--- src/rtl/imgproc_pkg.sv ---
// Shared constants and FSM state type for the image-processing message poller.
package imgproc_pkg;

  localparam logic [2:0]  REG_STATUS       = 3'd0;
  localparam logic [2:0]  READ_MSG         = 3'd1;
  localparam logic [2:0]  READ_ID          = 3'd2;
  localparam logic [2:0]  REG_BBCOL        = 3'd3;
  localparam int          STATUS_FLUSH_BIT = 4;
  localparam logic [31:0] MSG_ID_RBB       = 32'h0052_4242;
  localparam int          COORD_W          = 11;

  typedef enum logic [3:0] {
    INIT_COL,
    WAIT_TMR,
    RD_STAT,
    CAP_STAT,
    GAP0,
    RD_W0,
    CAP_W0,
    GAP1,
    RD_W1,
    CAP_W1,
    GAP2,
    RD_W2,
    CAP_W2,
    PUBLISH,
    FLUSH
  } state_e;

endpackage

--- src/rtl/imgproc_bb_calc.sv ---
// Holds the published bounding box and derives centre, width and the empty-frame flag.
module imgproc_bb_calc
  import imgproc_pkg::*;
(
  input  logic               clk,
  input  logic               reset_n,
  input  logic               load_i,
  input  logic [COORD_W-1:0] x_min_i,
  input  logic [COORD_W-1:0] y_min_i,
  input  logic [COORD_W-1:0] x_max_i,
  input  logic [COORD_W-1:0] y_max_i,
  output logic [COORD_W-1:0] x_min_o,
  output logic [COORD_W-1:0] y_min_o,
  output logic [COORD_W-1:0] x_max_o,
  output logic [COORD_W-1:0] y_max_o,
  output logic [COORD_W-1:0] cx_o,
  output logic [COORD_W-1:0] w_o,
  output logic               no_object_o
);

  logic [COORD_W:0]   sum_d;
  logic [COORD_W-1:0] cx_d;
  logic [COORD_W-1:0] w_d;
  logic               no_obj_d;

  // Centre uses a one-bit-wider sum so the carry is not lost before halving.
  always_comb begin
    sum_d    = {1'b0, x_min_i} + {1'b0, x_max_i};
    cx_d     = sum_d[COORD_W:1];
    no_obj_d = (x_min_i > x_max_i);
    w_d      = no_obj_d ? '0 : (x_max_i - x_min_i + 11'd1);
  end

  // Outputs only change on load, so they hold across flushes and idle polls.
  always_ff @(posedge clk or negedge reset_n) begin
    if (!reset_n) begin
      x_min_o     <= '0;
      y_min_o     <= '0;
      x_max_o     <= '0;
      y_max_o     <= '0;
      cx_o        <= '0;
      w_o         <= '0;
      no_object_o <= 1'b0;
    end else if (load_i) begin
      x_min_o     <= x_min_i;
      y_min_o     <= y_min_i;
      x_max_o     <= x_max_i;
      y_max_o     <= y_max_i;
      cx_o        <= cx_d;
      w_o         <= w_d;
      no_object_o <= no_obj_d;
    end
  end

endmodule

--- src/rtl/imgproc_msg_poller.sv ---
// Avalon-MM master: sets the box colour, polls STATUS and drains one RBB message per poll.
//
// state    | meaning
// INIT_COL | write box colour to REG_BBCOL (waits one cycle after reset release)
// WAIT_TMR | poll interval timer; holds at terminal count while enable=0
// RD_STAT  | read strobe, STATUS
// CAP_STAT | capture usedw; need >=3 words to read a message
// GAPn     | idle cycle so the FIFO never sees back-to-back reads
// RD_Wn    | read strobe, READ_MSG word n
// CAP_Wn   | capture word n (ID / top-left / bottom-right)
// PUBLISH  | bb_valid pulse, calc outputs already loaded
// FLUSH    | write flush bit to STATUS after an ID mismatch
module imgproc_msg_poller
  import imgproc_pkg::*;
#(
  parameter int          POLL_INTERVAL = 1000,
  parameter logic [31:0] MSG_ID        = MSG_ID_RBB,
  parameter logic [23:0] BB_COL_INIT   = 24'h00ff00
) (
  input  logic                clk,
  input  logic                reset_n,
  input  logic                enable,
  output logic                m_chipselect,
  output logic                m_read,
  output logic                m_write,
  output logic [2:0]          m_address,
  output logic [31:0]         m_writedata,
  input  logic [31:0]         m_readdata,
  output logic                bb_valid,
  output logic [COORD_W-1:0]  bb_x_min,
  output logic [COORD_W-1:0]  bb_y_min,
  output logic [COORD_W-1:0]  bb_x_max,
  output logic [COORD_W-1:0]  bb_y_max,
  output logic [COORD_W-1:0]  bb_cx,
  output logic [COORD_W-1:0]  bb_w,
  output logic                no_object,
  output logic [7:0]          sync_err_cnt,
  output logic                busy
);

  localparam int              TW       = (POLL_INTERVAL > 2) ? $clog2(POLL_INTERVAL) : 1;
  localparam logic [TW-1:0]   TMR_LAST = TW'(POLL_INTERVAL - 1);

  state_e             state_q, state_d;
  logic [TW-1:0]      timer_q, timer_d;
  logic               started_q;
  logic [COORD_W-1:0] x_min_q, x_min_d;
  logic [COORD_W-1:0] y_min_q, y_min_d;
  logic [7:0]         err_q, err_d;
  logic               calc_load;

  // State, timer and captured top-left corner; started_q keeps strobes low while in reset.
  always_ff @(posedge clk or negedge reset_n) begin
    if (!reset_n) begin
      state_q   <= INIT_COL;
      timer_q   <= '0;
      started_q <= 1'b0;
      x_min_q   <= '0;
      y_min_q   <= '0;
      err_q     <= '0;
    end else begin
      state_q   <= state_d;
      timer_q   <= timer_d;
      started_q <= 1'b1;
      x_min_q   <= x_min_d;
      y_min_q   <= y_min_d;
      err_q     <= err_d;
    end
  end

  // Next-state and bus strobes decoded from the current state.
  always_comb begin
    state_d     = state_q;
    timer_d     = timer_q;
    x_min_d     = x_min_q;
    y_min_d     = y_min_q;
    err_d       = err_q;
    calc_load   = 1'b0;
    m_read      = 1'b0;
    m_write     = 1'b0;
    m_address   = REG_STATUS;
    m_writedata = '0;
    bb_valid    = 1'b0;
    unique case (state_q)
      INIT_COL: begin
        if (started_q) begin
          m_write     = 1'b1;
          m_address   = REG_BBCOL;
          m_writedata = {8'h00, BB_COL_INIT};
          state_d     = WAIT_TMR;
        end
      end
      WAIT_TMR: begin
        if (timer_q == TMR_LAST) begin
          if (enable) begin
            timer_d = '0;
            state_d = RD_STAT;
          end
        end else begin
          timer_d = timer_q + 1'b1;
        end
      end
      RD_STAT: begin
        m_read    = 1'b1;
        m_address = REG_STATUS;
        state_d   = CAP_STAT;
      end
      CAP_STAT: state_d = (m_readdata[15:8] >= 8'd3) ? GAP0 : WAIT_TMR;
      GAP0:     state_d = RD_W0;
      RD_W0: begin
        m_read    = 1'b1;
        m_address = READ_MSG;
        state_d   = CAP_W0;
      end
      CAP_W0: begin
        if (m_readdata != MSG_ID) begin
          state_d = FLUSH;
          if (err_q != 8'hff) err_d = err_q + 8'd1;
        end else begin
          state_d = GAP1;
        end
      end
      GAP1:     state_d = RD_W1;
      RD_W1: begin
        m_read    = 1'b1;
        m_address = READ_MSG;
        state_d   = CAP_W1;
      end
      CAP_W1: begin
        x_min_d = m_readdata[26:16];
        y_min_d = m_readdata[10:0];
        state_d = GAP2;
      end
      GAP2:     state_d = RD_W2;
      RD_W2: begin
        m_read    = 1'b1;
        m_address = READ_MSG;
        state_d   = CAP_W2;
      end
      CAP_W2: begin
        calc_load = 1'b1;
        state_d   = PUBLISH;
      end
      PUBLISH: begin
        bb_valid = 1'b1;
        state_d  = WAIT_TMR;
      end
      FLUSH: begin
        m_write     = 1'b1;
        m_address   = REG_STATUS;
        m_writedata = 32'(1) << STATUS_FLUSH_BIT;
        state_d     = WAIT_TMR;
      end
      default: state_d = INIT_COL;
    endcase
    m_chipselect = m_read | m_write;
  end

  assign busy         = started_q && (state_q != WAIT_TMR);
  assign sync_err_cnt = err_q;

  imgproc_bb_calc u_calc (
    .clk         (clk),
    .reset_n     (reset_n),
    .load_i      (calc_load),
    .x_min_i     (x_min_q),
    .y_min_i     (y_min_q),
    .x_max_i     (m_readdata[26:16]),
    .y_max_i     (m_readdata[10:0]),
    .x_min_o     (bb_x_min),
    .y_min_o     (bb_y_min),
    .x_max_o     (bb_x_max),
    .y_max_o     (bb_y_max),
    .cx_o        (bb_cx),
    .w_o         (bb_w),
    .no_object_o (no_object)
  );

endmodule
--- config.mk ---
export PLATFORM = sky130hd
export DESIGN_NAME = imgproc_msg_poller
export DESIGN_NICKNAME = d
export VERILOG_FILES = /design/src/rtl/imgproc_pkg.sv /design/src/rtl/imgproc_bb_calc.sv /design/src/rtl/imgproc_msg_poller.sv
export SDC_FILE = /design/constraint.sdc
export NUM_CORES = 1
export LEC_CHECK = 0
export CORE_MARGIN = 4
export CORE_UTILIZATION = 45
export DETAILED_ROUTE_END_ITERATION = 8
export PLACE_DENSITY = 0.74
export RECOVER_POWER = 100
export SETUP_SLACK_MARGIN = 0.4
export SYNTH_ARGS = -nofsm -noshare
export SYNTH_HDL_FRONTEND = slang
export SYNTH_SLANG_ARGS = --single-unit
--- constraint.sdc ---
create_clock -name clk -period 3.4 [get_ports clk]
set_clock_uncertainty 0.05 [all_clocks]
set_input_delay 0.85 -clock clk [delete_from_list [all_inputs] [get_ports clk]]
set_output_delay 0.85 -clock clk [all_outputs]
set_load 0.02 [all_outputs]
== After elaboration in Yosys (flattened, before gate mapping) ==
Cells that the tools add are included.

* Word-level logic and storage cells: 69
* Memories kept: 0
* Bits in latches: 0
* Input bits: 35
* Memory bits (writable): 0
* Output and inout bits: 115
* Bits in registers: 112
* Bits in read-only memories: 0

* Bitwise logic cells: 1
* Add/subtract/negate cells: 5
* Multipliers: 0
* Shifts and indexed selects: 0
* Equality and inequality tests: 22
* Muxes and demuxes: 18
* Div/mod/pow operators: 0
* Magnitude comparators: 2
* Reductions and logical operators: 8

{| class="wikitable"
|+ Operator list
! kind !! count
|-
| $pmux 4 s14 || 1
|-
| $ne 32x23->1 const B || 1
|-
| $pmux 16 s2 || 1
|-
| $eq 4x4->1 const B || 7
|-
| $mux 10 || 2
|-
| $eq 4x3->1 const B || 4
|-
| $mux 16 || 1
|-
| $mux 4 || 4
|-
| $add 11x11->12 || 1
|-
| $add 11x1->11 const B || 1
|-
| $gt 11x11->1 || 1
|-
| $mux 11 || 1
|-
| $sub 11x11->11 || 1
|-
| $add 10x1->10 const B || 1
|-
| $eq 10x10->1 const B || 1
|-
| $add 8x1->8 const B || 1
|-
| $eq 4x2->1 const B || 2
|-
| $ge 8x2->1 const B || 1
|-
| $ne 2x2->1 const B || 4
|-
| $ne 8x8->1 const B || 1
|-
| $reduce_and 3->1 || 2
|-
| $eq 4x1->1 const B || 1
|-
| $logic_not 4->1 || 1
|-
| $mux 1 || 4
|-
| other kinds (11) || 11
|}

== Longest topological paths before layout ==
Gate-level depths: netlist of run 1.

* Depth after elaboration: 4
* Depth in mapped cells: 13
* Mapped depth without buffers: 13

== By module ==
A second synthesis of run 1 with hierarchy kept.

* Cell total of the unflattened synthesis: 613
* Area, all modules: 6462.4 sq um

{| class="wikitable"
|+ Modules (own cells, without submodules)
! module !! area an instance (sq um) !! cells each !! times used !! sequential area each (sq um)
|-
| imgproc_bb_calc || 3962.6 || 367 || 1 || 1676.6
|-
| imgproc_msg_poller || 2499.9 || 246 || 1 || 1126.1
|}

== Worst setup path before layout of run 1 ==
No wires, ideal clock.

* Path kind: input-to-reg
* Start: input m_readdata[17]
* End: register u_calc.w_o[9]
* Slack: 430 ps
* Library setup time: 122 ps
* Required time: 3228 ps
* Cell stages on the path: 13
* Arrival: 2798 ps
* Buffers on the path: 0
* Path through: inv_1 ha_1 inv_1 ha_1 inv_1 fa_1 nor2b_1 o21ai_2 a21oi_2 o21a_1 o21a_1 or3_1 a32o_1

* Cells in the longest elaborated chain, start to end: 3
* Elaborated cells on any way between the ends: 4
* Those cells by class: add/sub (2); order compare (1); mux (1)

{| class="wikitable"
|+ RTL lines
! item !! RTL line !! source
|-
| from (decl) || imgproc_msg_poller.sv:28 || <nowiki>input logic [31:0] m_readdata,</nowiki>
|-
| $sub 11x11->11 || imgproc_bb_calc.sv:31 || <nowiki>w_d = no_obj_d ? '0 : (x_max_i - x_min_i + 11'd1);</nowiki>
|-
| $add 11x1->11 || imgproc_bb_calc.sv:31 ||
|-
| $mux 11 * || imgproc_bb_calc.sv:31 ||
|-
| to (signal assigned) || imgproc_bb_calc.sv:50 || <nowiki>w_o <= w_d;</nowiki>
|-
| to (decl) || imgproc_bb_calc.sv:17 || <nowiki>output logic [COORD_W-1:0] w_o,</nowiki>
|}

Every way passes the cells marked *; elsewhere a longest branch is shown, timed or not.
A chain may end at the register's enable or synchronous reset.

== Worst setup path after layout of run 1 ==
* Start: input m_readdata[24]
* End: register u_calc.w_o[9]

The elaborated chain is that of the path after synthesis.

==> results of run 1 <==
-- flip-flops by register name (all words and copies together) (netlist names), 11 cells and up --
signal          count
u_calc.cx_o        11
u_calc.y_min_o     11
u_calc.y_max_o     11
u_calc.x_max_o     11
u_calc.w_o         11
u_calc.x_min_o     11
x_min_q            11
y_min_q            11
-- how the worst max path moves through the flow --
stage,to,depth (start not counted)
after floorplan,u_calc.w_o[9]$_DFFE_PN0N_,13
after global placement,u_calc.w_o[9]$_DFFE_PN0N_,14
after CTS,m_chipselect,6
after detailed placement,u_calc.w_o[9]$_DFFE_PN0N_,14
final,u_calc.w_o[9]$_DFFE_PN0N_,8
after global routing,u_calc.cx_o[8]$_DFFE_PN0N_,11
-- what timing repair did --
action | 4_1_cts | 5_1_grt
setup buffers | 1 | 2
gates resized for setup | 12 | 21
pin swaps | 1 | 4
setup endpoints to repair | 16 | 17
-- per-layer routing --
metal | up-vias | share of wire [%]
met1 | 2397 | 41
li1 | 2406 | -
met2 | 115 | 53
met5 | - | 0
met3 | 20 | 4.5
met4 | 0 | 1.6
-- cell type report --
cell class / count / share of cell area, %
Clock buffer: 13 / 3.02
Multi-Input combinational cell: 469 / 37.4
Timing Repair Buffer: 168 / 19.5
Sequential cell: 112 / 35.3
Clock inverter: 3 / 0.535
Inverter: 33 / 1.56
Tap cell: 176 / 2.77
-- logic make-up (layout without fill, tap and decap cells) --
kind of cell | Yosys count | count (layout) | synth area share, %
AO/OA/AOI/OAI | 116 | 116 | 11.8
XOR/XNOR | 27 | 27 | 4.02
adder cells (fa/ha/maj) | 47 | 47 | 10.0
buffers and inverters | 87 | 217 | 7.64
flip-flops | 112 | 112 | 46.1
multiplexers | 15 | 15 | 2.76
other | 2 | 25 | 0.124
AND/OR/NAND/NOR | 239 | 239 | 17.5
-- critical path, delay by kind of cell --
kind	cells	cell delay [ns]
AND/OR/NAND/NOR	1	0.30
adder cells (fa/ha/maj)	2	0.65
AO/OA/AOI/OAI	2	0.38
buffers and inverters	3	1.08
-- metrics by stage --
stage	setup slack (ns)	instance area (µm²)	TNS, ns	power, W	std cells
final	0.324	7950	0	0.00738	974
after floorplan	0.430	6160	0	0.00472	668
after global placement	-0.157	7620	-0.397	0.00634	955
after global routing	0.201	7950	0	0.00793	974
after detailed placement	-0.232	7620	-0.862	0.00649	955
after CTS	0.366	7960	0	0.00760	972
-- report_power, final --
| part | total (W) | leakage [nW] | switching (W) | internal [W] |
|---|---|---|---|---|
| logic | 0.00403 | 2.32 | 0.00225 | 0.00178 |
| clock network | 0.00105 | 0.134 | 0.000473 | 0.000572 |
| registers | 0.00230 | 1.39 | 0.000380 | 0.00192 |
-- cells in the final DEF (no fill, tap or decap), drive strengths merged, types with 8 or more instances in the layout --
cell,count
dlygate4sd3,81
clkbuf,25
clkdlybuf4s50,34
xor2,10
conb,25
a21oi,11
ha,43
inv,33
nand2,147
nand3,12
dfrtp,112
buf,35
o21ai,65
xnor2,17
nand2b,8
mux2,14
nor2,28
==> results.yml, run 1 <==
finish:
  fin_util_pct: 60.1
  nNetsFinal: 874
  drive_gt1_share_pct: 10.9
  syn_to_final_growth_pct: 30.9
  num-fill-cells: 1155
  n_antenna_cell: 0
  multiInputGateArea_um2: 2970
  seqCellArea_um2: 2800
cts:
  cts_tree: "done"
  htreeDepth: 3
  clkSinkCount: 112
  clkLatencyLatePin_ns: 0.36
  cts_hold_buf: 0
  root_buffer: "clkbuf_16"
  clockBufferDepth: 2
  numCtsBuffers: 9
  clk_pin_slew_ns: 0.07
status:
  status: "complete, but fails checks"
  violations: "capacitance limit, slew limit"
floorplan:
  die_area_um2: 15400
  core.rowCount: 42
  die_h_um: 124
  ios: 150
  start_util_pct: 45.9
  core_um2: 13200
  die_w_um: 124
placement:
  hpwl_um: 11500
  place.gp.congestion: 0.898
  io_buffers: 125
detailed_routing:
  ant_nets: 0
  drt-pass1-iter-count: 4
  wl_um: 15500
  wl_per_cell_um: 15.9
  drc: 0
  first_iter_violations: 362
  num_vias: 4938
  viasPerCell: 5.07
logic_synthesis:
  ys_seq_area_share_pct: 46.1
  post_synth_num_cell_types: 56
  synthTopCellsByArea: "dfrtp_1 46%, nand2_1 9.1%, ha_1 8.9%, o21ai_0 4.9%, buf_4 4.0%"
  netlist.area_leader.share_pct: 46.1
  syn_inst: 645
  synth_edf_count: 0
  netlist_area_um2: 6070
  synthTopCellsByCount: "147 x nand2_1, 112 x dfrtp_1, 60 x o21ai_0, 43 x ha_1, 33 x inv_1"
  yosysWarnings: 0
  synthFlopType: "dfrtp_1"
  ys_seq_elements: 112
  avgSynthCellArea_um2: 9.42
  post-synth-top-count-cell: "nand2_1"
  synth-async-reset-ratio_pct: 100
  synth_top_cell_by_area: "dfrtp_1"
sta:
  slew_headroom_pct: -7.45
  worstMarginPinSlew_ns: 1.61
  min_period_over_period_pct: 90.5
  hold_viol: 0
  slew_violations: 32
  max_freq_ghz: 0.325
  hold_slack_ns: 0.414
  grt_setup_unrepaired: "yes"
  finalSetupViolations: 0
  finalCriticalPeriod_ns: 3.08
global_route:
  track_usage_pct: 20.3
  grtUsageMet1_pct: 23.8
  grt_overflow: 0
  grt_pass1_wl_um: 24500
  grtUsageMet2_pct: 37.0
  grt_pass1_vias: 5018
  busiest_layer: "met2"
  antenna_found_initial: 0
  grt_max_degree: 66
  met3_usage_pct: 3.72
setup_path:
  start_kind: "primary input"
  end_kind: "register"
  crit_fanout: 6
  r2r_end: "y_min_q[7]$_DFFE_PN0P_"
  max_stage_delay_ns: 0.70
  arrival_ns: 3.27
  critPathLaunch: "m_readdata[24]"
  r2r-start: "state_q[1]$_DFFE_PN0P_"
  cp.required_ns: 3.59
  path_cells: "dlygate4sd3_1 > inv_1 > ha_1 > clkbuf_1 > ha_1 > o21a_1 > or3_1 > a32o_1"
  path_class: "in2reg"
  crit_path_frequent_cell: "ha_1"
  crit_slowest_cell: "dlygate4sd3_1"
  r2r_slack_ns: 0.54
  rr_worst_depth: 6
power:
  powerDensity_nw_per_um2: 928
  p_leak_nw: 3.84
  ir_drop_mv: 0.394
job:
  cap_violations: 1
min_path:
  hold_class: "reg2reg"
  whs_path_depth: 2
  min_to: "u_calc.y_min_o[6]$_DFFE_PN0N_"
  hold_path_startpoint: "y_min_q[6]$_DFFE_PN0P_"
Power figures use the tool's default switching activity.
==> inputs of run 2 (changes only) <==
==> constraint.sdc (replaced) <==
create_clock -name clk -period 3.7 [get_ports clk]
set_clock_uncertainty 0.05 [all_clocks]
set_input_delay 0.925 -clock clk [delete_from_list [all_inputs] [get_ports clk]]
set_output_delay 0.925 -clock clk [all_outputs]
set_load 0.02 [all_outputs]
==> results.yml, run 2 (synthesis gave the netlist of run 1 again) <==
status:
  status: "complete, but fails checks"
  violations: "capacitance limit, slew limit"
global_route:
  grt_max_degree: 68
  grt_pass1_wl_um: 23700
  track_usage_pct: 19.7
  grt_overflow: 0
  grt_pass1_vias: 4885
  antenna_found_initial: 0
finish:
  nNetsFinal: 854
  final_common_cell: "nand2_1"
  n_antenna_cell: 0
  drive_gt1_share_pct: 8.23
  syn_to_final_growth_pct: 28.3
  final_cell_mix: "147 x nand2_1, 111 x dfrtp_1, 91 x dlygate4sd3_1"
sta:
  hold_viol: 0
  max_freq_ghz: 0.302
  worstMarginPinSlew_ns: 2.59
  finalCriticalPeriod_ns: 3.32
  fin_tns_setup_ns: 0
  grt_setup_unrepaired: "no"
  fin_ws_ns: 0.384
  slew_headroom_pct: -73.0
  min_period_over_period_pct: 89.6
  finalSetupViolations: 0
  slew_violations: 78
cts:
  clkLatencyLatePin_ns: 0.35
  post_cts_buffers: 0
  clockBufferDepth: 2
  numCtsBuffers: 9
  clk_pin_slew_ns: 0.07
  root_buffer: "clkbuf_16"
  clkSinkCount: 112
  cts_tree: "done"
  htreeDepth: 3
  cts_hold_buf: 0
setup_path:
  cp.required_ns: 2.72
  end_kind: "output pin"
  path_class: "reg2out"
  r2r_end: "timer_q[5]$_DFFE_PN0P_"
  r2r-start: "timer_q[0]$_DFFE_PN0P_"
  arrival_ns: 2.34
  crit_fanout: 13
  start_kind: "register"
  rr_worst_depth: 7
  r2r_slack_ns: 0.80
power:
  p_sw_share_pct: 42.0
  powerDensity_nw_per_um2: 847
  ir_drop_mv: 0.331
  switching_power_w: 0.00278
  p_comb_share_pct: 52.7
  p_int_w: 0.00383
  p_leak_nw: 3.76
  power_frac_seq_pct: 32.6
  p_clk_share_pct: 14.8
job:
  cap_violations: 2
detailed_routing:
  num_vias: 4809
  wl_um: 14700
  ant_nets: 0
  drc: 0
  route.met2.wl_um: 7480
  wl_per_cell_um: 15.4
  first_iter_violations: 284
  m1WireLength_um: 6080
  drt-pass1-iter-count: 7
  routed.top_layer: "met4"
  viasPerCell: 5.04
  wl_met3_um: 812
placement:
  hpwl_um: 11100
  place.gp.congestion: 0.878
  dp_slack_ns: 0.0131
  io_buffers: 125
floorplan:
  die_h_um: 124
  ios: 150
  die_area_um2: 15400
  start_util_pct: 45.9
  core_um2: 13200
  core.rowCount: 42
  die_w_um: 124
min_path:
  hold_path_startpoint: "u_calc.y_min_o[4]$_DFFE_PN0N_"
  min_to: "u_calc.y_min_o[4]$_DFFE_PN0N_"
  whs_path_depth: 2
  hold_class: "reg2reg"
==> run 2: cell count changes in the layout (fill, tap and decap cells not counted), sizes merged <==
cell / previous run / this run
clkinv: 1 / 2
inv: 33 / 34
dlymetal6s2s: 3 / 2
clkdlybuf4s25: 1 / 0
dlygate4sd2: 2 / 1
clkbuf: 25 / 15
buf: 35 / 20
clkdlybuf4s50: 34 / 30
dlygate4sd3: 81 / 91
==> run 2: what timing repair did <==
item                                    in CTS  in global routing
gates cloned                                 0                  0
endpoints found under the setup margin      11                 13
gates resized for setup                      5                 10
==> run 2: through the flow <==
stage	std cells	total power, W	hold slack, ns	area [µm²]	util, %
floorplan	668	0.00434	0.385	6160	-
global placement	938	0.00572	0.395	7500	56.6
detailed placement	938	0.00585	0.402	7500	56.6
CTS	954	0.00684	0.422	7800	58.9
global route	954	0.00712	0.441	7800	58.9
finish	954	0.00660	0.419	7800	58.9
==> run 2: area by class of cell <==
class                           instances  area (µm²)
Timing Repair Buffer                  148        1420
Tap cell                              176         220
Multi-Input combinational cell        469        2940
Clock buffer                           11         233
Sequential cell                       112        2800
Clock inverter                          5        56.3
Fill cell                            1167        5450
Inverter                               33         124
==> run 2: per-layer routing <==
metal	GRT usage, %	vias to the layer above
met1	23.9	2294
li1	-	2362
met4	6.78	0
met5	0	-
met2	34.6	129
met3	4.09	24
==> run 2: power groups by stage <==
stage	combinational (W)	clock (W)	sequential [W]
after CTS	0.00368	0.000996	0.00217
after global placement	0.00357	0	0.00215
after global routing	0.00385	0.00105	0.00223
final	0.00348	0.000974	0.00215
after detailed placement	0.00366	0	0.00218
after floorplan	0.00179	0	0.00255
==> run 2: how the worst max path moves through the flow <==
stage / startpoint / to / slack, ns / cells after the start
final: state_q[1]$_DFFE_PN0P_ / m_chipselect / 0.38 / 5
after global routing: state_q[1]$_DFFE_PN0P_ / m_chipselect / 0.24 / 5
after CTS: m_readdata[17] / u_calc.w_o[9]$_DFFE_PN0N_ / 0.41 / 14
after detailed placement: m_readdata[18] / u_calc.w_o[10]$_DFFE_PN0N_ / 0.01 / 10
after global placement: m_readdata[17] / u_calc.w_o[9]$_DFFE_PN0N_ / 0.07 / 14
after floorplan: m_readdata[17] / u_calc.w_o[9]$_DFFE_PN0N_ / 0.66 / 13
==> run 2: critical path, cell delays in order, from the launching register on <==
cell and delay [ns]:
dfrtp_1 0.60, nor2_1 0.20, and3_2 0.29, or2_2 0.31, or2_2 0.29, dlygate4sd2_1 0.32
==> inputs of run 3 (changes only) <==
--- a/config.mk
+++ b/config.mk
@@ -8,9 +8,12 @@
 export CORE_MARGIN = 4
 export CORE_UTILIZATION = 45
 export DETAILED_ROUTE_END_ITERATION = 8
+export GPL_ROUTABILITY_DRIVEN = 0
+export GPL_TIMING_DRIVEN = 1
 export PLACE_DENSITY = 0.74
 export RECOVER_POWER = 100
 export SETUP_SLACK_MARGIN = 0.4
+export SLEW_MARGIN = 25
 export SYNTH_ARGS = -nofsm -noshare
 export SYNTH_HDL_FRONTEND = slang
 export SYNTH_SLANG_ARGS = --single-unit
==> results.yml, run 3 (synthesis gave the netlist of run 1 again) <==
status:
  status: "complete, but fails checks"
  violations: "capacitance limit, slew limit"
floorplan:
  die_area_um2: 15400
  die_h_um: 124
  core.rowCount: 42
  core_um2: 13200
  start_util_pct: 45.9
  die_w_um: 124
  ios: 150
sta:
  hold_slack_ns: 0.418
  slew_headroom_pct: -0.486
  slew_violations: 32
  worstMarginPinSlew_ns: 1.51
  fin_tns_setup_ns: 0
  max_freq_ghz: 0.299
  finalCriticalPeriod_ns: 3.35
  fin_ws_ns: 0.353
  finalSetupViolations: 0
  grt_setup_unrepaired: "yes"
  min_period_over_period_pct: 90.5
  hold_viol: 0
detailed_routing:
  drt-pass1-iter-count: 5
  ant_nets: 0
  viasPerCell: 5.10
  num_vias: 4866
  wl_per_cell_um: 16.0
  drc: 0
  first_iter_violations: 330
  wl_um: 15300
cts:
  root_buffer: "clkbuf_16"
  clkLatencyLatePin_ns: 0.36
  clkSinkCount: 112
  numCtsBuffers: 9
  clockBufferDepth: 2
  htreeDepth: 3
  cts_hold_buf: 0
  clk_pin_slew_ns: 0.07
  cts_tree: "done"
setup_path:
  path_cells: "nor2_1 > and3_2 > or2_2 > or2_2 > dlygate4sd2_1"
  crit_path_frequent_cell: "or2_2"
  arrival_ns: 2.37
  max_stage_delay_ns: 0.59
  start_kind: "register"
  cp.required_ns: 2.72
  crit_slowest_cell: "dfrtp_1"
  end_kind: "output pin"
  crit_fanout: 13
  crit_family: "simple AND/OR/NAND/NOR gates"
  critPathBufInv: 1
  path_class: "reg2out"
finish:
  nNetsFinal: 855
  fin_util_pct: 59.7
  final_common_cell: "nand2_1"
  final_cell_mix: "147 x nand2_1, 111 x dfrtp_1, 90 x dlygate4sd3_1"
  drive_gt1_share_pct: 9.11
  num-fill-cells: 1161
  syn_to_final_growth_pct: 30.2
  stdcell_area_um2: 7910
  n_antenna_cell: 0
placement:
  place_area_um2: 7500
  io_buffers: 125
  hpwl_um: 11300
  dp_slack_ns: -0.0162
global_route:
  grt_pass1_vias: 4991
  grt_overflow: 0
  grt_max_degree: 66
  antenna_found_initial: 0
  grt_pass1_wl_um: 25000
  track_usage_pct: 20.9
power:
  powerDensity_nw_per_um2: 871
  p_leak_nw: 3.81
  ir_drop_mv: 0.396
job:
  cap_violations: 1
min_path:
  hold_class: "reg2reg"
[run 3: worst paths after layout]
check,from,endpoint,slack (ns),depth (start not counted)
max reg2reg,timer_q[0]$_DFFE_PN0P_,timer_q[6]$_DFFE_PN0P_,0.66,7
max in group asynchronous,reset_n,state_q[1]$_DFFE_PN0P_,1.85,2
min in group asynchronous,reset_n,u_calc.w_o[9]$_DFFE_PN0N_,0.78,1
min reg2reg,u_calc.y_min_o[4]$_DFFE_PN0N_,u_calc.y_min_o[4]$_DFFE_PN0N_,0.42,2
min,u_calc.y_min_o[4]$_DFFE_PN0N_,u_calc.y_min_o[4]$_DFFE_PN0N_,0.42,2
max,state_q[0]$_DFFE_PN0P_,m_chipselect,0.35,5
[run 3: timing repair]
action | 4_1_cts | 5_1_grt
cloned | 0 | 0
gates resized for setup | 6 | 14
endpoints found under the setup margin | 12 | 11
setup buffers | 0 | 1
pin swaps | 0 | 3
[run 3: where the power goes]
| part | total [W] | internal (W) | leakage, nW | switching (W) |
|---|---|---|---|---|
| registers | 0.00215 | 0.00177 | 1.39 | 0.000386 |
| logic | 0.00359 | 0.00156 | 2.25 | 0.00203 |
| clock network | 0.00115 | 0.000698 | 0.172 | 0.000451 |
[run 3: area by class of cell]
cell class,instances,area (µm²),area share [%]
multi-input combinational,469,2970,37.6
sequential,112,2800,35.4
timing repair buffer,149,1430,18.1
clock buffer,11,253,3.20
tap,176,220,2.78
inverter,33,124,1.57
clock inverter,5,103,1.30
[run 3: per-stage QoR]
step                std cells  power, W
floorplan                 668   0.00434
global placement          938   0.00572
detailed placement        938   0.00586
CTS                       954   0.00705
global route              955   0.00742
finish                    955   0.00689
[run 3: worst register-to-register path, delay by kind of cell, from the launching register on]
kind            cells  cell delay, ns
compound gates      3            1.17
simple gates        3            1.09
flops               1            0.39
fa+ha+maj           1            0.24
[run 3: layer usage]
metal	up-vias	share of wire, %	GRT usage [%]
li1	2364	-	-
met3	23	5.4	5.09
met4	0	1.4	6.50
met1	2348	40	24.8
met5	-	0	0
met2	131	53	37.2
